$ cat config.mk
export PLATFORM = sky130hd
export DESIGN_NAME = inst_encoder
export DESIGN_NICKNAME = d
export VERILOG_FILES = /design/src/rtl/inst_encoder.sv
export SDC_FILE = /design/constraint.sdc
export NUM_CORES = 1
export LEC_CHECK = 0
export ABC_AREA = 1
export BUFFER_PORTS_ARGS = -buffer_cell sky130_fd_sc_hd__buf_2
export CELL_PAD_IN_SITES_DETAIL_PLACEMENT = 0
export CELL_PAD_IN_SITES_GLOBAL_PLACEMENT = 1
export CORE_ASPECT_RATIO = 0.6
export CORE_MARGIN = 2
export CORE_UTILIZATION = 44
export DETAILED_ROUTE_END_ITERATION = 6
export MAX_ROUTING_LAYER = met4
export PLACE_DENSITY = 0.85
export SLEW_MARGIN = 20
export SYNTH_ARGS = -nofsm -noshare
export SYNTH_HDL_FRONTEND = slang
export SYNTH_SLANG_ARGS = --single-unit
$ cat constraint.sdc
create_clock -name clk -period 4.6 [get_ports clk]
set_clock_uncertainty 0.1 [all_clocks]
set_input_delay 0.23 -clock clk [delete_from_list [all_inputs] [get_ports clk]]
set_output_delay 0.23 -clock clk [all_outputs]
set_load 0.05 [all_outputs]
$ cat src/rtl/inst_encoder.sv
// Purpose: packs RV32 instruction fields into a 32-bit word and writes it to instruction memory at an auto-incrementing pointer.
// Latency: accept at edge N, mem_we (or enc_err) high for one cycle after edge N+2; one word per 3 cycles at best.
// Backpressure: in_ready is high only in IDLE; a field set is taken when in_valid && in_ready at a rising edge.
module inst_encoder (
    input  logic        clk,
    input  logic        rst_n,
    input  logic        in_valid,
    output logic        in_ready,
    input  logic [2:0]  fmt,
    input  logic [6:0]  opcode,
    input  logic [4:0]  rd,
    input  logic [4:0]  rs1,
    input  logic [4:0]  rs2,
    input  logic [2:0]  funct3,
    input  logic [6:0]  funct7,
    input  logic [31:0] imm,
    input  logic        addr_load,
    input  logic [31:0] load_addr,
    output logic        mem_we,
    output logic [31:0] mem_addr,
    output logic [31:0] mem_wdata,
    output logic        enc_err,
    output logic [7:0]  err_cnt,
    output logic [15:0] words_written
);

    typedef enum logic [1:0] {
        IDLE   = 2'd0,
        ENCODE = 2'd1,
        WRITE  = 2'd2,
        ERROR  = 2'd3
    } state_t;

    localparam logic [2:0] FMT_I = 3'd0;
    localparam logic [2:0] FMT_S = 3'd1;
    localparam logic [2:0] FMT_B = 3'd2;
    localparam logic [2:0] FMT_U = 3'd3;
    localparam logic [2:0] FMT_J = 3'd4;
    localparam logic [2:0] FMT_R = 3'd5;

    state_t      state;
    logic [2:0]  f_fmt;
    logic [6:0]  f_opcode;
    logic [4:0]  f_rd;
    logic [4:0]  f_rs1;
    logic [4:0]  f_rs2;
    logic [2:0]  f_funct3;
    logic [6:0]  f_funct7;
    logic [31:0] f_imm;
    logic [31:0] word_q;
    logic [31:0] ptr;

    logic [31:0] enc_word;
    logic        imm_ok;
    logic        enc_legal;
    logic        fits12;
    logic        fits13;
    logic        fits21;

    // Readiness is a pure decode of the state so it is high straight out of reset.
    assign in_ready = (state == IDLE);

    // Signed range checks: a value fits in N signed bits when all bits above bit N-2 agree.
    assign fits12 = (&f_imm[31:11]) | ~(|f_imm[31:11]);
    assign fits13 = (&f_imm[31:12]) | ~(|f_imm[31:12]);
    assign fits21 = (&f_imm[31:20]) | ~(|f_imm[31:20]);

    // Word assembly and legality check from the registered field set.
    always_comb begin
        enc_word = 32'd0;
        imm_ok   = 1'b0;
        case (f_fmt)
            FMT_I: begin
                enc_word = {f_imm[11:0], f_rs1, f_funct3, f_rd, f_opcode};
                imm_ok   = fits12;
            end
            FMT_S: begin
                enc_word = {f_imm[11:5], f_rs2, f_rs1, f_funct3, f_imm[4:0], f_opcode};
                imm_ok   = fits12;
            end
            FMT_B: begin
                enc_word = {f_imm[12], f_imm[10:5], f_rs2, f_rs1, f_funct3,
                            f_imm[4:1], f_imm[11], f_opcode};
                imm_ok   = fits13 & ~f_imm[0];
            end
            FMT_U: begin
                enc_word = {f_imm[31:12], f_rd, f_opcode};
                imm_ok   = ~(|f_imm[11:0]);
            end
            FMT_J: begin
                enc_word = {f_imm[20], f_imm[10:1], f_imm[11], f_imm[19:12], f_rd, f_opcode};
                imm_ok   = fits21 & ~f_imm[0];
            end
            FMT_R: begin
                enc_word = {f_funct7, f_rs2, f_rs1, f_funct3, f_rd, f_opcode};
                imm_ok   = 1'b1;
            end
            default: begin
                enc_word = 32'd0;
                imm_ok   = 1'b0;
            end
        endcase
    end

    assign enc_legal = imm_ok & (f_opcode[1:0] == 2'b11);

    // Control FSM with registered memory/error outputs; strobes default low every cycle.
    always_ff @(posedge clk or negedge rst_n) begin
        if (!rst_n) begin
            state         <= IDLE;
            f_fmt         <= 3'd0;
            f_opcode      <= 7'd0;
            f_rd          <= 5'd0;
            f_rs1         <= 5'd0;
            f_rs2         <= 5'd0;
            f_funct3      <= 3'd0;
            f_funct7      <= 7'd0;
            f_imm         <= 32'd0;
            word_q        <= 32'd0;
            ptr           <= 32'd0;
            mem_we        <= 1'b0;
            mem_addr      <= 32'd0;
            mem_wdata     <= 32'd0;
            enc_err       <= 1'b0;
            err_cnt       <= 8'd0;
            words_written <= 16'd0;
        end else begin
            mem_we  <= 1'b0;
            enc_err <= 1'b0;
            case (state)
                IDLE: begin
                    // A pointer load on the accept edge takes effect for that instruction.
                    if (addr_load) begin
                        ptr <= load_addr;
                    end
                    if (in_valid) begin
                        f_fmt    <= fmt;
                        f_opcode <= opcode;
                        f_rd     <= rd;
                        f_rs1    <= rs1;
                        f_rs2    <= rs2;
                        f_funct3 <= funct3;
                        f_funct7 <= funct7;
                        f_imm    <= imm;
                        state    <= ENCODE;
                    end
                end
                ENCODE: begin
                    word_q <= enc_word;
                    state  <= enc_legal ? WRITE : ERROR;
                end
                WRITE: begin
                    mem_we        <= 1'b1;
                    mem_addr      <= ptr;
                    mem_wdata     <= word_q;
                    ptr           <= ptr + 32'd4;
                    words_written <= words_written + 16'd1;
                    state         <= IDLE;
                end
                ERROR: begin
                    enc_err <= 1'b1;
                    if (err_cnt != 8'hFF) begin
                        err_cnt <= err_cnt + 8'd1;
                    end
                    state <= IDLE;
                end
                default: state <= IDLE;
            endcase
        end
    end

endmodule

==> qor_table.md <==
| Item | Value | Unit |
| --- | --- | --- |
| Result of the run | finished, violations left | - |
| Violations in the final reports | design-rule violations | - |
| Pin count of the biggest net entering global routing | 127 | - |
| Slowest-stage cell, CP | dfrtp_1 | - |
| Crit end category | flop | - |
| Worst path buffer plus inverter count | 2 | - |
| Number of warnings issued by yosys | 0 | - |
| Slack of the worst reg-to-reg path | 2.03 | ns |
| Number of clock sinks seen by CTS | 223 | - |
| Final Max Tran Viols | 0 | - |
| Wire length of the first global-routing pass | 46.00 | mm |
| # DRC | 2 | - |
| Number of fill cells | 2,178 | - |
| Final-report hold violation count | 0 | - |
| Number of max-cap violations | 0 | - |
| Via count normalized by instance count | 4.989 | - |
| Cells on worst reg2reg path | 6 | - |
| Top post-synthesis cells by area | dfrtp_1, nand2_1, nor2_1, inv_1, o21ai_0 | - |
| Clock network latency to the later pin of the worst-skew pair | 0.51 | ns |
| Antenna diode count | 0 | - |
| Number of port buffers | 193 | - |
| Hold Path Depth | 5 | - |
| Top achievable clock speed | 388.7 | MHz |
| Dpl hpwl | 20.26 | mm |
| Share of the synthesized area in the top cell type | 0.5476 | - |
| Summed instance area of the synthesized netlist | 10,190 | µm² |
| Commonest non-fill, non-tap cells in the layout | nand2_1, dfrtp_1, buf_2, nor2_1, inv_1 | - |
| Power density over the cells | 715.6 | nW/µm² |
| Htree depth | 1 | - |
| Final instance area | 13,200 | µm² |
| Synthesis-to-layout area growth | 29.50 | % |
| Headroom to the max-slew limit | 0.4602 | - |
| Count of vias placed by the detailed router | 9,204 | - |
| Gate count of the mapped netlist | 1,236 | - |
| Clock tree from TritonCTS | yes | - |
| First-pass iteration count of the detailed router | 7 | - |
| Die Span X | 200.5 | µm |
| Number of routed nets with antenna violations | 0 | - |
| Avg WL per Cell | 15.84 | µm |
| Via count of the first global-routing pass | 8,451 | - |
| Syn_nets | 1,342 | - |
| Tmin final | 2.573 | ns |
| Critical Path Source Type | flop | - |
| Largest voltage drop on the vdd net | 0.0003743 | V |
| Clock Path Buffers | 3 | - |
| Number of cells on the critical path | 6 | - |
| CP peak stage delay | 0.44 | ns |
| Antenna violations before repair | 0 | - |
| Synthesis-stage register bit count | 223 | - |
| Final net count | 1,620 | - |
| Worst path arrival time | 2.88 | ns |
| Top cell type by total area after synthesis | dfrtp_1 | - |
| EDFF count, synth | 0 | - |
| Standard-cell rows | 43 | - |
| Setup violation total in the final timing report | 0 | - |
| Dominant synthesized flop cell | dfrtp_1 | - |
| Clock-pin slew on the worst setup and hold paths | 0.06 | ns |
| Type of the tightest min-delay check | in -> reg | - |
| Total routing resource utilization after global routing | 0.2468 | - |
| Post-CTS setup buffer count | 0 | - |
| Top-level I/O count | 194 | - |
| Lkg Pwr | 6.685 | nW |
| Die Outline Area | 24,430 | µm² |
| Core ar. | 22,920 | µm² |
| Die extent in y | 121.9 | µm |
| Hold_buf cts | 99 | - |
| TritonCTS buffer count | 23 | - |
| Total Power | 9.444 | mW |
| Most common cell after layout, fill and taps aside | nand2_1 | - |
| RePlAce Congestion | 0.9161 | - |
| Worst setup path class | reg -> reg | - |
| Post-synthesis average cell area | 8.245 | µm² |
| Worst Path Required | 4.90 | ns |
| Critical path's top delay family | simple AND/OR/NAND/NOR gates | - |
| Proportion of synthesized chip area in sequential cells | 0.5476 | - |
| Final period utilization | 0.5593 | - |
| Effective utilization at floorplan | 0.4446 | - |
| Slew at the pin closest to its max-slew limit | 0.8097 | ns |
| Residual overflow from global routing | 0 | - |
| Summed negative setup slack over all endpoints | 0 | ns |
| Inst Count DP | 1,705 | - |
| Fraction of layout cells with a size suffix above 1 | 0.1745 | - |
| Unrepaired setup endpoints after global routing | no | - |
| Largest fanout on the critical path | 28 | - |
| Finished Layout Cells | 1,845 | - |
| Final routed wirelength across all metal layers | 29.23 | mm |
| Initial DRC Count | 741 | - |
| Share of flip-flops with an asynchronous set or reset | 1.000 | - |
| Number of distinct library cells after synthesis | 39 | - |
| Root Buffer | clkbuf_16 | - |
| Post-cts resize count | 0 | - |
| Ordered list of cells on the worst path | nor2_1 > nand2_1 > nand2_2 > buf_4 > inv_1 > o31ai_1 | - |
| Post-place instance area | 11,460 | µm² |
==> sequential cells by signal, summed over array words and instances (netlist names), 3 cells and up <==
signal / flops
f_rs1: 5
mem_addr: 32
err_cnt: 8
words_written: 16
f_rd: 5
f_opcode: 7
mem_wdata: 32
f_imm: 32
word_q: 32
f_rs2: 5
f_fmt: 3
ptr: 32
f_funct3: 3
f_funct7: 7
==> through the flow <==
stage	hold slack, ns	worst slack [ns]	utilization
after global routing	0.05127	1.768	0.5758
after floorplan	-0.1656	2.370	-
after detailed placement	0.2215	2.057	0.4999
final	0.04334	2.027	0.5758
after CTS	0.009775	2.040	0.5758
after global placement	0.2230	2.116	0.4999
==> final timing paths <==
check | startpoint | end
worst max-delay path | state[1] | ptr[3]
worst min-delay path | load_addr[18] | ptr[18]
worst max register to register | state[1] | ptr[3]
worst min register to register | mem_addr[31] | mem_addr[31]
max in group asynchronous | rst_n | words_written[4]
min in group asynchronous | rst_n | f_imm[6]
==> power breakdown <==
group          internal [mW]  switching (mW)  total (mW)  leakage, nW
Clock                   1.10           0.769        1.87        0.365
Combinational           1.15            3.01        4.16         3.61
Sequential              2.81           0.608        3.42         2.71
==> final cells by class <==
class	count	area [µm²]	area share
sequential	223	5580	0.4228
multi-input combinational	823	3900	0.2955
timing repair buffer	299	2032	0.1540
clock buffer	34	656.9	0.04977
inverter	144	543.0	0.04115
tap	315	394.1	0.02986
clock inverter	7	91.34	0.006921
==> logic make-up (layout without fill, tap and decap cells) <==
logic type,count (synthesis),in the layout,share of synthesized area
simple gates,567,567,0.2239
flops,223,223,0.5476
compound gates,213,213,0.1148
buf+inv,190,484,0.07170
xor+xnor,24,24,0.02063
mux,16,16,0.01768
fa+ha+maj,3,3,0.003684
==> tightest hold or removal path, cell delays in order <==
cell and delay, ns:
buf_2 0.07, nand2_1 0.05, nand2_1 0.06, a21oi_1 0.03, a21boi_0 0.16
==> cells in the mapped netlist (all sizes together) (3+ instances only) <==
cell / number
a21oi: 61
buf: 23
clkbuf: 23
dfrtp: 223
ha: 3
inv: 144
mux2: 16
nand2: 343
nand3: 39
nand4: 9
nor2: 165
nor3: 7
o211ai: 4
o21ai: 105
o221ai: 10
o22ai: 22
xnor2: 8
xor2: 16
==> layer usage <==
layer / up-vias / wire (µm) / track usage
met1: 4321 / 15260 / 0.4017
met2: 362 / 11460 / 0.3184
met3: 39 / 2044 / 0.03585
met4: 0 / 471 / 0.04815
met5: - / 0 / -
li1: 4482 / - / -
No activity file was read; power rests on OpenSTA's default activity.
